$ cat config.mk
export PLATFORM = sky130hd
export DESIGN_NAME = if_stage
export DESIGN_NICKNAME = d
export VERILOG_FILES = /design/src/rtl/rv_pkg.sv /design/src/rtl/if_id_reg.sv /design/src/rtl/if_stage.sv
export SDC_FILE = /design/constraint.sdc
export NUM_CORES = 1
export LEC_CHECK = 0
export CAP_MARGIN = 10
export CORE_MARGIN = 3
export CORE_UTILIZATION = 48
export CTS_CLUSTER_SIZE = 24
export DETAILED_ROUTE_END_ITERATION = 10
export GPL_ROUTABILITY_DRIVEN = 0
export GPL_TIMING_DRIVEN = 0
export PLACE_DENSITY = 0.93
export SKIP_CTS_REPAIR_TIMING = 1
export SLEW_MARGIN = 20
export SYNTH_ARGS = -nofsm -noshare
export SYNTH_HDL_FRONTEND = slang
export SYNTH_HIERARCHICAL = 1
export SYNTH_SLANG_ARGS = --single-unit
$ cat constraint.sdc
create_clock -name clk -period 2.9 [get_ports clk]
set_input_delay 0.58 -clock clk [delete_from_list [all_inputs] [get_ports clk]]
set_output_delay 0.58 -clock clk [all_outputs]
set_load 0.005 [all_outputs]
$ cat src/rtl/rv_pkg.sv
// ---------------------------------------------------------------------------
// rv_pkg
// Definitions shared by the fetch stage and the control unit:
//   XLEN          datapath / PC width
//   NOP_INSTR     canonical nop (addi x0, x0, 0) used as the empty IF/ID value
//   opcode_t      major opcodes decoded by the CU
//   fetch_state_t fetch FSM states, also exported on the debug port
// ---------------------------------------------------------------------------
package rv_pkg;

   localparam int          XLEN      = 32;
   localparam logic [31:0] NOP_INSTR = 32'h0000_0013;

   typedef enum logic [6:0] {
      OPC_LOAD   = 7'h03,
      OPC_OP_IMM = 7'h13,
      OPC_AUIPC  = 7'h17,
      OPC_STORE  = 7'h23,
      OPC_OP     = 7'h33,
      OPC_LUI    = 7'h37,
      OPC_BRANCH = 7'h63,
      OPC_JALR   = 7'h67,
      OPC_JAL    = 7'h6F,
      OPC_SYSTEM = 7'h73
   } opcode_t;

   // REQ   : request may be issued to imem
   // WAIT  : one request outstanding, its response will be captured
   // DRAIN : one request outstanding, its response is wrong-path and dropped
   typedef enum logic [1:0] {
      REQ   = 2'd0,
      WAIT  = 2'd1,
      DRAIN = 2'd2
   } fetch_state_t;

endpackage

$ cat src/rtl/if_id_reg.sv
// ---------------------------------------------------------------------------
// if_id_reg
// IF/ID pipeline register holding one fetched instruction and its PC.
// Priority: reset > flush > capture > consume.
//   clk, rst_n   clock, synchronous active-low reset
//   flush        drop the held instruction (redirect)
//   capture      load instr_in/pc_in and mark valid
//   consume      decode took the instruction this cycle
//   instr_in     fetched word
//   pc_in        PC of the fetched word
//   valid        register holds a valid instruction
//   instr, pc    held instruction and its PC
// ---------------------------------------------------------------------------
module if_id_reg #(
   parameter int XLEN = rv_pkg::XLEN
) (
   input  logic            clk,
   input  logic            rst_n,
   input  logic            flush,
   input  logic            capture,
   input  logic            consume,
   input  logic [31:0]     instr_in,
   input  logic [XLEN-1:0] pc_in,
   output logic            valid,
   output logic [31:0]     instr,
   output logic [XLEN-1:0] pc
);
   import rv_pkg::*;

   always_ff @(posedge clk) begin
      if (!rst_n) begin
         valid <= 1'b0;
         instr <= NOP_INSTR;
         pc    <= '0;
      end else if (flush) begin
         valid <= 1'b0;
      end else if (capture) begin
         valid <= 1'b1;
         instr <= instr_in;
         pc    <= pc_in;
      end else if (consume) begin
         valid <= 1'b0;
      end
   end

endmodule

$ cat src/rtl/if_stage.sv
// ---------------------------------------------------------------------------
// if_stage
// Instruction fetch stage with IF/ID register, feeding the control unit.
// Owns the PC, keeps at most one imem request outstanding, and squashes
// wrong-path responses after a branch/jump redirect.
//
// Handshakes: a transfer happens on a rising edge where valid and ready are
// both high (imem_req_valid/imem_req_ready, id_valid/id_ready); a valid
// source holds its payload until the transfer. imem_rsp_valid has no
// back-pressure and is only honoured while a request is outstanding.
//
//   clk, rst_n       clock, synchronous active-low reset
//   imem_req_*       fetch request (valid/ready), imem_addr = pc
//   imem_rsp_*       returned instruction word
//   redirect(_pc)    taken branch/jump from EX, one-cycle pulse
//   id_ready         decode consumes id_* this cycle
//   id_valid/instr/pc  IF/ID register contents
//   id_opcode/func3/func7  field slices of id_instr for the CU
//   misalign_err     sticky: a redirect target was not word aligned
//   fetch_state      debug view of the fetch FSM state
// ---------------------------------------------------------------------------
module if_stage #(
   parameter int              XLEN     = rv_pkg::XLEN,
   parameter logic [XLEN-1:0] RESET_PC = '0
) (
   input  logic                 clk,
   input  logic                 rst_n,
   output logic                 imem_req_valid,
   input  logic                 imem_req_ready,
   output logic [XLEN-1:0]      imem_addr,
   input  logic                 imem_rsp_valid,
   input  logic [31:0]          imem_rsp_data,
   input  logic                 redirect,
   input  logic [XLEN-1:0]      redirect_pc,
   input  logic                 id_ready,
   output logic                 id_valid,
   output logic [31:0]          id_instr,
   output logic [XLEN-1:0]      id_pc,
   output logic [6:0]           id_opcode,
   output logic [2:0]           id_func3,
   output logic [6:0]           id_func7,
   output logic                 misalign_err,
   output rv_pkg::fetch_state_t fetch_state
);
   import rv_pkg::*;

   fetch_state_t    state;
   logic [XLEN-1:0] pc;
   logic            capture;
   logic            consume;

   // A response is only kept when it answers a right-path request and no
   // redirect lands on the same edge.
   assign capture = (state == WAIT) && imem_rsp_valid && !redirect;
   assign consume = id_valid && id_ready;

   // Requesting only when the IF/ID slot is empty or draining this cycle
   // guarantees room for the response, since a request is never outstanding
   // while the slot is full.
   assign imem_req_valid = rst_n && (state == REQ) && (!id_valid || id_ready) && !redirect;
   assign imem_addr      = pc;
   assign fetch_state    = state;

   always_ff @(posedge clk) begin
      if (!rst_n) begin
         state        <= REQ;
         pc           <= RESET_PC;
         misalign_err <= 1'b0;
      end else if (redirect) begin
         pc           <= {redirect_pc[XLEN-1:2], 2'b00};
         misalign_err <= misalign_err | (redirect_pc[1:0] != 2'b00);
         // An outstanding request whose response has not arrived yet must
         // be drained so its word never reaches IF/ID.
         if ((state == WAIT || state == DRAIN) && !imem_rsp_valid) begin
            state <= DRAIN;
         end else begin
            state <= REQ;
         end
      end else begin
         case (state)
            REQ: begin
               if (imem_req_valid && imem_req_ready) state <= WAIT;
            end
            WAIT: begin
               if (imem_rsp_valid) begin
                  pc    <= pc + XLEN'(4);
                  state <= REQ;
               end
            end
            DRAIN: begin
               if (imem_rsp_valid) state <= REQ;
            end
            default: state <= REQ;
         endcase
      end
   end

   if_id_reg #(.XLEN(XLEN)) u_if_id_reg (
      .clk      (clk),
      .rst_n    (rst_n),
      .flush    (redirect),
      .capture  (capture),
      .consume  (consume),
      .instr_in (imem_rsp_data),
      .pc_in    (pc),
      .valid    (id_valid),
      .instr    (id_instr),
      .pc       (id_pc)
   );

   assign id_opcode = id_instr[6:0];
   assign id_func3  = id_instr[14:12];
   assign id_func7  = id_instr[31:25];

endmodule
==> results of run 1 <==
-- synth_stat cells, types with 7 or more instances --
cell type    n  share of area
nand2_1    140           0.11
dfxtp_1     98           0.41
mux2i_1     62           0.13
o21ai_0     30          0.031
buf_4       22          0.034
nand3_1     18          0.019
clkbuf_1    17          0.013
a31oi_1     12          0.016
inv_1       11         0.0086
nand4_1     11          0.014
buf_2       10          0.010
nor2_1       8         0.0062
or3_1        8          0.010
buf_12       7          0.029
nand2b_1     7         0.0091
-- worst min path at each step --
stage / start / endpoint / slack, ns
2_1_floorplan: u_if_id_reg/instr[10] / u_if_id_reg/instr[10] / 0.45
3_3_place_gp: u_if_id_reg/pc[6] / u_if_id_reg/pc[6] / 0.44
3_5_place_dp: u_if_id_reg/pc[15] / u_if_id_reg/pc[15] / 0.45
4_1_cts: u_if_id_reg/pc[14] / u_if_id_reg/pc[14] / 0.46
5_1_grt: u_if_id_reg/pc[10] / u_if_id_reg/pc[10] / 0.48
6_report: u_if_id_reg/pc[2] / u_if_id_reg/pc[2] / 0.46
-- worst max-delay path: stages --
cell and delay [ns]:
clkdlybuf4s50_1 0.57, nor2b_2 0.26, and3_1 0.20, clkdlybuf4s50_1 0.54
-- final cells by class --
cell class / count / area (um^2)
multi-input combinational: 391 / 2410
timing repair buffer: 184 / 1840
fill: 677 / 2460
clock buffer: 10 / 128
buffer: 57 / 423
sequential: 98 / 1960
inverter: 11 / 41.3
clock inverter: 6 / 73.8
tap: 129 / 161
-- cells in the final DEF (no fill, tap or decap), types with 5 or more instances in the layout --
cell type	netlist	final
nand2b_1	7	7
inv_1	11	11
clkdlybuf4s50_1	0	184
buf_2	10	10
o211ai_1	6	6
nand4_1	11	11
clkbuf_1	17	18
and4_1	6	6
xor2_1	6	6
nand2_1	140	140
mux2i_1	62	62
o211a_1	5	5
nand3_1	18	18
nor2_1	8	8
a31oi_1	12	12
and2_1	5	5
xnor2_1	6	6
and3_1	6	6
buf_12	7	7
clkbuf_8	0	9
or4_1	6	6
dfxtp_1	98	98
or3_1	8	8
buf_4	22	22
a21oi_1	6	6
o21ai_0	30	30
-- through the flow --
stage,utilization,area (um^2),total power (W),worst slack (ns),TNS [ns]
2_1_floorplan,-,4840,0.00161,0.997,0
3_3_place_gp,0.720,6840,0.00183,-0.0411,-1.52
3_5_place_dp,0.720,6840,0.00184,-0.0409,-0.599
4_1_cts,0.741,7040,0.00274,0.0820,0
5_1_grt,0.741,7040,0.00284,0.0870,0
6_report,0.741,7040,0.00274,0.168,0
-- power groups by stage --
stage	logic, W	registers (W)	clock network (W)
global placement	0.000362	0.00147	0
detailed placement	0.000373	0.00147	0
CTS	0.000377	0.00144	0.000926
floorplan	0.000151	0.00146	0
finish	0.000379	0.00144	0.000918
global route	0.000407	0.00145	0.000986
-- logic make-up (layout without fill, tap and decap cells) --
family,count (synthesis),count (layout),synth area share
compound gates,74,74,0.0985
xor+xnor,12,12,0.0218
fa+ha+maj,3,3,0.00778
buf+inv,68,268,0.0962
flops,98,98,0.407
mux,62,62,0.129
other cells,1,4,0.000777
simple gates,236,236,0.240
-- registers in the layout, indices dropped and copies added, names as in the netlist --
signal             cells
u_if_id_reg/instr     32
u_if_id_reg/pc        32
imem_addr             30
fetch_state            2
misalign_err           1
u_if_id_reg/valid      1
-- metal layers --
layer	part of all wire	routed length, um	global-route usage	vias to the layer above
li1	-	-	-	2299
met1	0.38	5950	0.318	2305
met3	0.093	1450	0.0631	33
met5	0	0	0	-
met4	0.020	308	0.0879	0
met2	0.50	7850	0.474	262
==> impl_results.md, run 1 <==
- Seq cells post-synth: 98
- Hold Vio Cnt, Final: 0
- Seq/Total Area, Yosys: 0.407
- Crit path max fanout: 8
- F_max: 366 MHz
- R2R Path End: u_if_id_reg/pc[15]
- Height of the die: 106 um
- Vias in the first global route: 4824
- Layout cells sized above 1: 0.0806
- Slew headroom: 0.609
- Core ar.: 0.00950 mm^2
- Measured slew at the worst slew-check pin: 0.582 ns
- Largest net degree at the start of global routing: 18
- Layout Skew: 0.0194 ns
- Max Root-Sink Buffers: 2
- Sequential group share of total power: 0.526
- Sw Ratio: 0.266
- Hold Crit Class: flop to flop
- DR vias: 4899
- Root Buffer: clkbuf_8
- Comb power frac: 0.139
- Layout Nets: 825
- Final Non-Filler Cells: 886
- Internal Power: 0.00201 W
- Vias/cell: 5.53
- Avg Inst Size Synth: 8.71 um^2
- Clock latency on the worst-skew pair: 0.37 ns
- Synth async-reset ratio: 0
- RSZ-0062 raised after global routing: no
- Synth cell types: 47
- Antenna viol nets, final: 0
- Max Transition Viols Final: 0
- Ant. Diodes: 0
- Worst Reg2Reg Path Length in Cells: 8
- Remaining Overflow, GRT: 0
- Worst Setup EP: imem_req_valid
- Status: finished clean
- H-tree depth: 3
- DRT iter0 DRCs: 273
- Pwr/cell area: 389 mW/mm^2
- Die ar.: 0.0113 mm^2
- LEAKAGE: 2.59 nW
- Yosys warning count: 6
- Clock power share: 0.335
- CTS tree: built
- Final setup violation count: 0
- Total Wirelength: 15.6 mm
- Mapped cell area: 0.00482 mm^2
- Clk sink count: 98
- GRT Total Usage: 0.268
- DP Cell Count: 870
- Rows: 35
- Port bufs: 184
- Post-route DRC violation count: 0
- Critical path data required time: 2.32 ns
- Worst reg2reg setup slack: 0.68 ns
- Area Growth Syn to Fin: 46.0%
- Setup crit start kind: input port
- Average wire per standard cell: 17.6 um
- Max-cap viol count: 0
- Worst Setup End Kind: output pin
- Worst IR drop on VDD: 0.000236 V
- Critical path class: input port to output pin
- Hold_ws: 0.465 ns
- First-pass GRT wire length: 24.3 mm
- R2r startpoint: fetch_state[1]
- Mapped Cells: 554
- Worst-path clk slew: 0.09 ns
- Post-synth EDFFs: 0
- DR pass1 iterations: 5
- Starting Density: 0.508
- Psw: 0.000729 W
- CP startpoint: redirect
- Ports: 188
- Top FF cell, synth: dfxtp_1
- CTS Buf Count: 9
- Hold path cells: 2
- Tcrit/Tclk final: 0.942
- Fin crit period: 2.73 ns
- Initial antenna violation count: 0
- Detailed placement HPWL: 11.6 mm
- CP arrival: 2.15 ns
- Die width: 106 um
Note: power is estimated with default switching activity, not from simulation.
==> run 2, diff against run 1 <==
- CORE_UTILIZATION: 48 -> 49
- CTS_BUF_LIST: default -> sky130_fd_sc_hd__clkbuf_8
- PLACE_DENSITY: 0.93 -> 0.94
==> run 2 against run 1 <==
Die area fell by 1.9%; sequential share of layout area barely moved; critical path depth did not move; sequential power barely moved; combinational power barely moved; non-clock buffer count did not move; cell area fell by 0.12%; routed wire length rose by 0.13%; clock power fell by 3.1%; clock skew fell by 0.0042 ns; register-to-register slack got worse by 0.06 ns; largest cell class unchanged; largest power group unchanged.
==> impl_results.md, run 2 (synthesis gave the netlist of run 1 again) <==
- Setup crit start kind: input port
- CTS Buf Count: 9
- Power Total: 0.00271 W
- CP Cell Sequence: clkdlybuf4s50_1 > nor2b_2 > and3_1 > clkdlybuf4s50_1
- Met2 GRT Util: 0.493
- Critical path class: input port to output pin
- Internal Power: 0.00200 W
- Clock power share: 0.328
- Sequential group share of total power: 0.531
- Most common cell after layout, fill and taps aside: clkdlybuf4s50_1
- Met1 Track Usage GR: 0.314
- CP arrival: 2.17 ns
- H-tree depth: 3
- Remaining Overflow, GRT: 0
- Fin crit period: 2.75 ns
- Critical path data required time: 2.32 ns
- DRT iter0 DRCs: 333
- Peak per-stage delay on the critical path: 0.58 ns
- Setup TNS: 0 ns
- Layout Nets: 825
- Vias/cell: 5.57
- Hold Crit Class: flop to flop
- Initial antenna violation count: 0
- Worst path slowest cell: clkdlybuf4s50_1
- Psw: 0.000712 W
- Tcrit/Tclk final: 0.949
- F_max: 363 MHz
- DP Cell Count: 870
- Vias in the first global route: 5037
- Worst-path clk slew: 0.10 ns
- Area Growth Syn to Fin: 45.8%
- Average wire per standard cell: 17.6 um
- Crit path max fanout: 8
- Final setup violation count: 0
- LEAKAGE: 2.59 nW
- Pwr/cell area: 385 mW/mm^2
- Slew headroom: 0.599
- Starting Density: 0.512
- CTS tree: built
- Status: finished clean
- First-pass GRT wire length: 24.7 mm
- Max-cap viol count: 0
- Antenna viol nets, final: 0
- Worst Setup End Kind: output pin
- Root Buffer: clkbuf_8
- Post-route DRC violation count: 0
- Total Wirelength: 15.6 mm
- Layout cells sized above 1: 0.0806
- Height of the die: 105 um
- Worst IR drop on VDD: 0.000232 V
- DR vias: 4939
- Ant. Diodes: 0
- Fillers: 665
- Max Transition Viols Final: 0
- RSZ-0062 raised after global routing: no
- Gr busiest metal: met2
- Port bufs: 184
- Die width: 105 um
- Layout Skew: 0.0152 ns
- Clock latency on the worst-skew pair: 0.36 ns
- Detailed placement HPWL: 12.0 mm
- Clk sink count: 98
- Final WS setup: 0.149 ns
- Pre-CTS setup slack: -0.0779 ns
- Core ar.: 0.00942 mm^2
- Ports: 188
- GRT Total Usage: 0.276
- DR pass1 iterations: 5
- Die ar.: 0.0111 mm^2
- Largest net degree at the start of global routing: 17
- Most used cell, CP: clkdlybuf4s50_1
- Final Non-Filler Cells: 886
- Sw Ratio: 0.263
- Measured slew at the worst slew-check pin: 0.596 ns
- Hold_ws: 0.461 ns
- Comb power frac: 0.141
- Global Route met3 Usage: 0.0588
- Rows: 35
- Worst reg2reg setup slack: 0.62 ns
- Max Root-Sink Buffers: 2
- Hold Vio Cnt, Final: 0
- Most frequent cells in the layout: 184 x clkdlybuf4s50_1, 140 x nand2_1, 98 x dfxtp_1
[run 2: metal layers]
metal	share of wire	wire [um]
met1	0.38	5890
met4	0.030	467
met2	0.51	7910
met3	0.084	1310
met5	0	0
[run 2: worst paths after layout]
path                         startpoint               endpoint  cells after the start
setup reg to reg         fetch_state[1]      u_if_id_reg/pc[7]                      8
hold / removal    u_if_id_reg/instr[19]  u_if_id_reg/instr[19]                      2
hold reg to reg   u_if_id_reg/instr[19]  u_if_id_reg/instr[19]                      2
setup / recovery               redirect         imem_req_valid                      4
[run 2: critical path: cells and delay by family]
kind	cells	cell delay [ns]
simple gates	2	0.46
buf+inv	2	1.13
[run 2: through the flow]
stage	area, um^2	util
6_report	7030	0.747
3_5_place_dp	6840	0.726
4_1_cts	7030	0.747
2_1_floorplan	4840	-
5_1_grt	7030	0.747
3_3_place_gp	6840	0.726
[run 2: power by group through the flow]
stage | sequential (W) | clock [W] | combinational, W
after floorplan | 0.00146 | 0 | 0.000151
after global placement | 0.00147 | 0 | 0.000361
after detailed placement | 0.00147 | 0 | 0.000375
after CTS | 0.00144 | 0.000896 | 0.000377
after global routing | 0.00145 | 0.000943 | 0.000411
final | 0.00144 | 0.000890 | 0.000381
[run 2: cell type report]
type	count	area (um^2)	share of cell area
multi-input combinational	391	2410	0.343
sequential	98	1960	0.279
timing repair buffer	184	1840	0.262
buffer	57	423	0.0601
tap	129	161	0.0229
clock buffer	9	124	0.0176
clock inverter	7	68.8	0.00978
inverter	11	41.3	0.00587
==> run 3, diff against run 2 <==
- SLEW_MARGIN: 20 -> default
==> results of run 3 <==
The final DEF is identical to that of run 2; final timing and power are the same.
